## src/rtl/spi_reg_writer.sv

```systemverilog
// SPI mode-0 master that serialises {rw, addr, data} requests into 16-bit frames
// for the register-map peripheral; every SPI pin is a flop clocked by clk.
module spi_reg_writer #(
    parameter int unsigned CLK_DIV  = 4,
    parameter int unsigned CS_SETUP = 2,
    parameter int unsigned CS_HOLD  = 2,
    parameter int unsigned CS_IDLE  = 4
) (
    input  logic       clk,
    input  logic       reset,
    input  logic       req_valid,
    output logic       req_ready,
    input  logic       req_write,
    input  logic [6:0] req_addr,
    input  logic [7:0] req_data,
    output logic       done,
    output logic       sclk,
    output logic       ncs,
    output logic       copi
);

    if (CLK_DIV < 2 || CLK_DIV > 255 || CS_SETUP < 1 || CS_SETUP > 255 ||
        CS_HOLD < 2 || CS_HOLD > 255 || CS_IDLE < 3 || CS_IDLE > 255) begin : g_param_check
        $error("spi_reg_writer: timing parameter outside its legal range");
    end

    typedef enum logic [2:0] {IDLE, SETUP, SHIFT, HOLD, GAP} state_t;

    // Phase counter is loaded with (duration - 1) and the state advances when it reads zero.
    localparam logic [7:0] DIV_LOAD   = 8'(CLK_DIV - 1);
    localparam logic [7:0] SETUP_LOAD = 8'(CS_SETUP - 1);
    localparam logic [7:0] HOLD_LOAD  = 8'(CS_HOLD - 1);
    localparam logic [7:0] IDLE_LOAD  = 8'(CS_IDLE - 1);

    state_t      state;
    logic [7:0]  phase_cnt;
    logic [4:0]  edge_cnt;
    logic [15:0] shift_reg;

    // NOTE: all state is updated with non-blocking assignments so every flop samples
    // pre-edge values regardless of statement order inside the block.
    always_ff @(posedge clk or negedge reset) begin
        if (!reset) begin
            // NOTE: reset lands in GAP with a full CS_IDLE count (one more than a normal
            // GAP entry), so req_ready rises exactly CS_IDLE edges after release.
            state     <= GAP;
            phase_cnt <= 8'(CS_IDLE);
            edge_cnt  <= '0;
            shift_reg <= '0;
            req_ready <= 1'b0;
            done      <= 1'b0;
            sclk      <= 1'b0;
            ncs       <= 1'b1;
            copi      <= 1'b0;
        end else begin
            done <= 1'b0;
            case (state)
                IDLE: begin
                    if (req_valid && req_ready) begin
                        shift_reg <= {req_write, req_addr, req_data};
                        copi      <= req_write;
                        ncs       <= 1'b0;
                        req_ready <= 1'b0;
                        phase_cnt <= SETUP_LOAD;
                        state     <= SETUP;
                    end
                end
                SETUP: begin
                    if (phase_cnt == '0) begin
                        phase_cnt <= DIV_LOAD;
                        edge_cnt  <= '0;
                        state     <= SHIFT;
                    end else begin
                        phase_cnt <= phase_cnt - 8'd1;
                    end
                end
                SHIFT: begin
                    if (phase_cnt != '0) begin
                        phase_cnt <= phase_cnt - 8'd1;
                    end else if (edge_cnt == 5'd31) begin
                        // 32nd half-period ends: final fall, copi keeps bit 0.
                        sclk      <= 1'b0;
                        phase_cnt <= HOLD_LOAD;
                        state     <= HOLD;
                    end else begin
                        sclk      <= ~sclk;
                        edge_cnt  <= edge_cnt + 5'd1;
                        phase_cnt <= DIV_LOAD;
                        if (sclk) begin
                            // Falling edge: present the next lower bit (rotate keeps all bits live).
                            copi      <= shift_reg[14];
                            shift_reg <= {shift_reg[14:0], shift_reg[15]};
                        end
                    end
                end
                HOLD: begin
                    if (phase_cnt == '0) begin
                        ncs       <= 1'b1;
                        copi      <= 1'b0;
                        done      <= 1'b1;
                        phase_cnt <= IDLE_LOAD;
                        state     <= GAP;
                    end else begin
                        phase_cnt <= phase_cnt - 8'd1;
                    end
                end
                GAP: begin
                    if (phase_cnt == '0) begin
                        req_ready <= 1'b1;
                        state     <= IDLE;
                    end else begin
                        phase_cnt <= phase_cnt - 8'd1;
                    end
                end
                default: begin
                    state     <= GAP;
                    phase_cnt <= IDLE_LOAD;
                    ncs       <= 1'b1;
                    sclk      <= 1'b0;
                    copi      <= 1'b0;
                    req_ready <= 1'b0;
                end
            endcase
        end
    end

endmodule
```

## config.mk

```make
export PLATFORM = sky130hd
export DESIGN_NAME = spi_reg_writer
export DESIGN_NICKNAME = d
export VERILOG_FILES = /design/src/rtl/spi_reg_writer.sv
export SDC_FILE = /design/constraint.sdc
export NUM_CORES = 1
export LEC_CHECK = 0
export ABC_AREA = 1
export CAP_MARGIN = 20
export CORE_MARGIN = 1.5
export CORE_UTILIZATION = 31
export CTS_BUF_LIST = sky130_fd_sc_hd__clkbuf_4
export CTS_CLUSTER_DIAMETER = 40
export DETAILED_ROUTE_END_ITERATION = 10
export GPL_TIMING_DRIVEN = 0
export PLACE_DENSITY_LB_ADDON = 0.3
export SYNTH_ARGS = -nofsm -noshare
export SYNTH_HDL_FRONTEND = slang
export SYNTH_SLANG_ARGS = --single-unit
```

## constraint.sdc

```tcl
create_clock -name clk -period 3.71 [get_ports clk]
set_input_delay 0.9275 -clock clk [delete_from_list [all_inputs] [get_ports clk]]
set_output_delay 0.9275 -clock clk [all_outputs]
set_load 0.02 [all_outputs]
```

# Yosys cells after proc, flatten, opt, wreduce, memory -nomap -nowiden
# Index checks and enable logic that the tools add are counted.
[totals]
register_bits = 37
out_inout_bits = 5
wordCells = 86
[classes]
add_sub_neg = 2
eq_ne = 14
n_mux = 37
n_bitwise = 5
reduce_logical = 19
[op_table]
columns = ["op", "n"]
rows = [
  ["two-way mux 16 bit", 4],
  ["two-way mux 8 bit", 4],
  ["case mux 16 bit (2 select lines)", 1],
  ["case mux 8 bit (4 select lines)", 1],
  ["two-way mux 3 bit", 6],
  ["!= test 2 bit (second input constant)", 9],
  ["two-way mux 5 bit", 3],
  ["case mux 3 bit (5 select lines)", 1],
  ["AND reduction 6 bit", 2],
  ["two-way mux 1 bit", 11],
  ["case mux 5 bit (2 select lines)", 1],
  ["zero test 8 bit", 1],
  ["nonzero test 8 bit", 1],
  ["subtractor 8 x 1 -> 8 bit (second input constant)", 1],
  ["equality test 3 x 2 -> 1 bit (second input constant)", 2],
  ["case mux 1 bit (3 select lines)", 2],
  ["AND reduction 3 bit", 2],
  ["OR reduction 3 bit", 2],
  ["adder 5 x 1 -> 5 bit (second input constant)", 1],
  ["equality test 5 bit (second input constant)", 1],
  ["NOT 1 bit", 5],
  ["AND reduction 5 bit", 1],
  ["case mux 1 bit (4 select lines)", 1],
  ["AND reduction 2 bit", 2],
  ["other kinds (10)", 12],
]

# Depth between registers and ports, before layout
# Gate-level depths: netlist (run 1).
[depth]
ltp_word = 4
depth_mapped = 10
ltp_nobuf = 10

# Worst setup path before layout (run 1)
# Ideal clock, no wire load.
[synth_path]
path_type = "input port to flip-flop"
start = "input req_valid"
end = "register shift_reg[1]"
t_arrival_ps = 1646
slack_ps = 1945
cell_stages = 8
cell_sequence = "nand2_1 nand3_4 inv_2 nor2_4 nand3_4 buf_6 nand2_1 o21ai_2"
[synth_via]
elab_chain_cells = 3
[synth_lines]
columns = ["element", "line_no", "source"]
rows = [
  ["from (decl)", "11", "input logic req_valid,"],
  ["logical AND 1 bit", "59", "if (req_valid && req_ready) begin"],
  ["!= test 2 bit (no source line)", "n/a", ""],
  ["AND reduction 5 bit (no source line)", "n/a", ""],
  ["to (signal assigned)", "60", "shift_reg <= {req_write, req_addr, req_data};"],
  ["to (signal assigned)", "92", "shift_reg <= {shift_reg[14:0], shift_reg[15]};"],
  ["to (decl)", "38", "logic [15:0] shift_reg;"],
]
# No other way between the ends.
# A chain may end at the register's enable or synchronous reset.

# Worst setup path after layout (run 1)
[layout_path]
start = "register ncs"
end = "output ncs"
[layout_lines]
columns = ["element", "line_no", "source"]
rows = [
  ["from (decl)", "18", "output logic ncs,"],
  ["from (signal assigned)", "53", "ncs <= 1'b1;"],
  ["from (signal assigned)", "62", "ncs <= 1'b0;"],
  ["from (signal assigned)", "98", "ncs <= 1'b1;"],
]
# No word-level cell between the ends.

==> qor.txt, run 1 <==
CTS tree: built
Post-Syn Area per Cell: 8.40 um2
status: finished, final reports clean
CP cell instances: clkdlybuf4s50_1
max reg flops: 16
Async S/R FF share, synth: 100%
Hold WC Path Type: flip-flop to flip-flop
Seq/Total Area, Yosys: 43.1%
Ports: 24
Worst Tran Pin Value: 0.846 ns
number of diodes: 0
Die X-Extent: 86.4 um
largest area contributor in the netlist: dfrtp_1
Detailed Place HPWL: 3.22 mm
global-route total usage across every layer: 13.2%
CP peak stage delay: 0.59 ns
crit path buf inv count: 1
core area: 0.00676 mm2
critical path capture point type: primary output
H-tree depth: 2
CTS root buffer: clkbuf_4
gr ovfl total: 0
Crit path required time: 2.78 ns
Power Dens Cells: 256 mW/mm2
Cells after Synth: 257
Max Fanout on Critical Path: 2
largest net degree at the start of global routing: 38
CTS hold repair buffers: 0
vias per cell: 4.73
Largest delay share family, worst path: buffers and inverters
Area contributors post-synth: dfrtp_1, nand2_1, mux2i_1
initial antenna violation count: 0
post-synth net total: 280
Synth top area share: 39.4%
Core Rows: 30
Max Clock Freq: 0.415 GHz
Syn Std Cell Area: 0.00216 mm2
Hold Vio Cnt, Final: 0
Final WS setup: 1.30 ns
# port buffers: 23
CTS clk-pin slew, worst paths: 0.12 ns
DR WL/cell: 11.7 um
Max IR drop VDD: 0.146 mV
drt pass-1 iters: 5
total number of yosys warnings: 0
Pleak: 1.31 nW
RSZ-0062 raised after global routing: no
Critical Path Slowest Stage Cell: clkdlybuf4s50_1
share of post-route cells with drive strength above 1: 17.7%
most common cell after layout, fill and taps aside: nand2_1
Post-CTS Resized: 0
Post-synth EDFFs: 0
die area: 0.00747 mm2
Netlist cell types: 30
final net count: 310
Routed Antenna Nets: 0
clock sink count: 37
DRC: 0
most frequent cells in the layout: nand2_1, dfrtp_1, inv_1, clkdlybuf4s50_1, nand3_1
Final Setup Violations: 0
Post-CTS Setup Inserts: 0
initial core utilization: 31.9%
Rel. slew slack: 43.6%
max cap viols: 0
Placer Congestion: 0.859
die height: 86.4 um
Layout area overhead: 17.6%
DRT iter0 DRCs: 52
register bit total from synthesis: 37
worst setup path category: flip-flop to primary output
Tcrit/Tclk final: 64.9%
post-place setup slack: 1.36 ns
crit path time final: 2.41 ns
first-pass GRT wire length: 7.87 mm
vias in the first global route: 1688
routed vias: 1739
startpoint types: flip-flop
post-route setup TNS: 0 ns
WL final: 4.32 mm
Post-synth top flop: dfrtp_1
Setup Skew: 0.00836 ns
Skew-Pair Late Insertion Delay: 0.34 ns
total CTS buffers: 5
clk buf depth: 2
critical path arrival: 1.48 ns
max-slew violations: 0
[report_power, final]
part | switching (mW) | internal [mW]
Combinational | 0.0146 | 0.0191
Clock | 0.142 | 0.0715
Sequential | 0 | 0.403
[layout make-up]
cell class | count | area, um2
fillers | 712 | 4220
multi-input cells | 187 | 1080
flip-flops and latches | 37 | 930
repair buffers | 23 | 225
inverters | 28 | 105
well taps | 80 | 100
plain buffers | 5 | 46.3
clock buffers | 5 | 37.5
clock inverters | 3 | 17.5
[Yosys cell counts (2+ instances only)]
master and instances:
mux2i_1 15, nor2_2 3, inv_2 6, nand2_1 77, o21ai_1 6, ha_1 4
o21bai_1 3, nor2_4 4, nand3_4 2, nand4_1 8, nand2_2 7, nand3_1 17
dfstp_2 3, o21ai_2 11, o21ai_0 6, buf_6 3, dfrtp_1 34, nor3_1 3
inv_1 22, nor2_1 11, a21oi_1 3
[through the flow]
step           total power, mW  instances  hold WS, ns  utilization, %  area [um2]
2_1_floorplan            0.418        257        0.448               -        2160
3_3_place_gp             0.446        360        0.454            36.8        2490
3_5_place_dp             0.446        360        0.457            36.8        2480
4_1_cts                  0.665        368        0.477            37.6        2540
5_1_grt                  0.683        368        0.500            37.6        2540
6_report                 0.651        368        0.473            37.6        2540
[layer usage]
layer	GRT usage (%)	wire length, um	up-vias
met5	0	0	-
met4	4.69	54	0
met3	3.05	165	5
met2	20.1	1900	32
met1	18.2	2200	801
li1	-	-	901
[kinds of logic after synthesis]
group	share of synthesized area (%)
simple gates	29.7
flops	43.1
buf+inv	7.01
compound gates	10.1
mux	6.96
fa+ha+maj	2.32
xor+xnor	0.812
[final timing paths]
check                       startpoint             to  slack, ns  depth (start not counted)
max                                ncs            ncs       1.30                          1
min                                ncs            ncs       0.47                          2
max reg2reg                edge_cnt[0]    edge_cnt[0]       1.89                          7
min reg2reg                        ncs            ncs       0.47                          2
max in group asynchronous        reset  shift_reg[15]       2.50                          1
min in group asynchronous        reset      req_ready       0.68                          1
Power figures use the tool's default switching activity.
==> run 2, diff against run 1 <==
==> constraint.sdc (replaced) <==
create_clock -name clk -period 2.45 [get_ports clk]
set_input_delay 0.6125 -clock clk [delete_from_list [all_inputs] [get_ports clk]]
set_output_delay 0.6125 -clock clk [all_outputs]
set_load 0.02 [all_outputs]
==> results of run 2 <==
The final DEF is identical to that of run 1. Status: finished, final reports clean.
Main changes from that run: setup slack after placement 1.36 ns -> 0.420 ns; setup slack after layout 1.30 ns -> 0.358 ns; hold slack 0.473 ns -> 0.363 ns; register-to-register setup slack 1.89 ns -> 0.63 ns; total power 0.651 mW -> 0.986 mW; worst IR drop on VDD 0.146 mV -> 0.221 mV
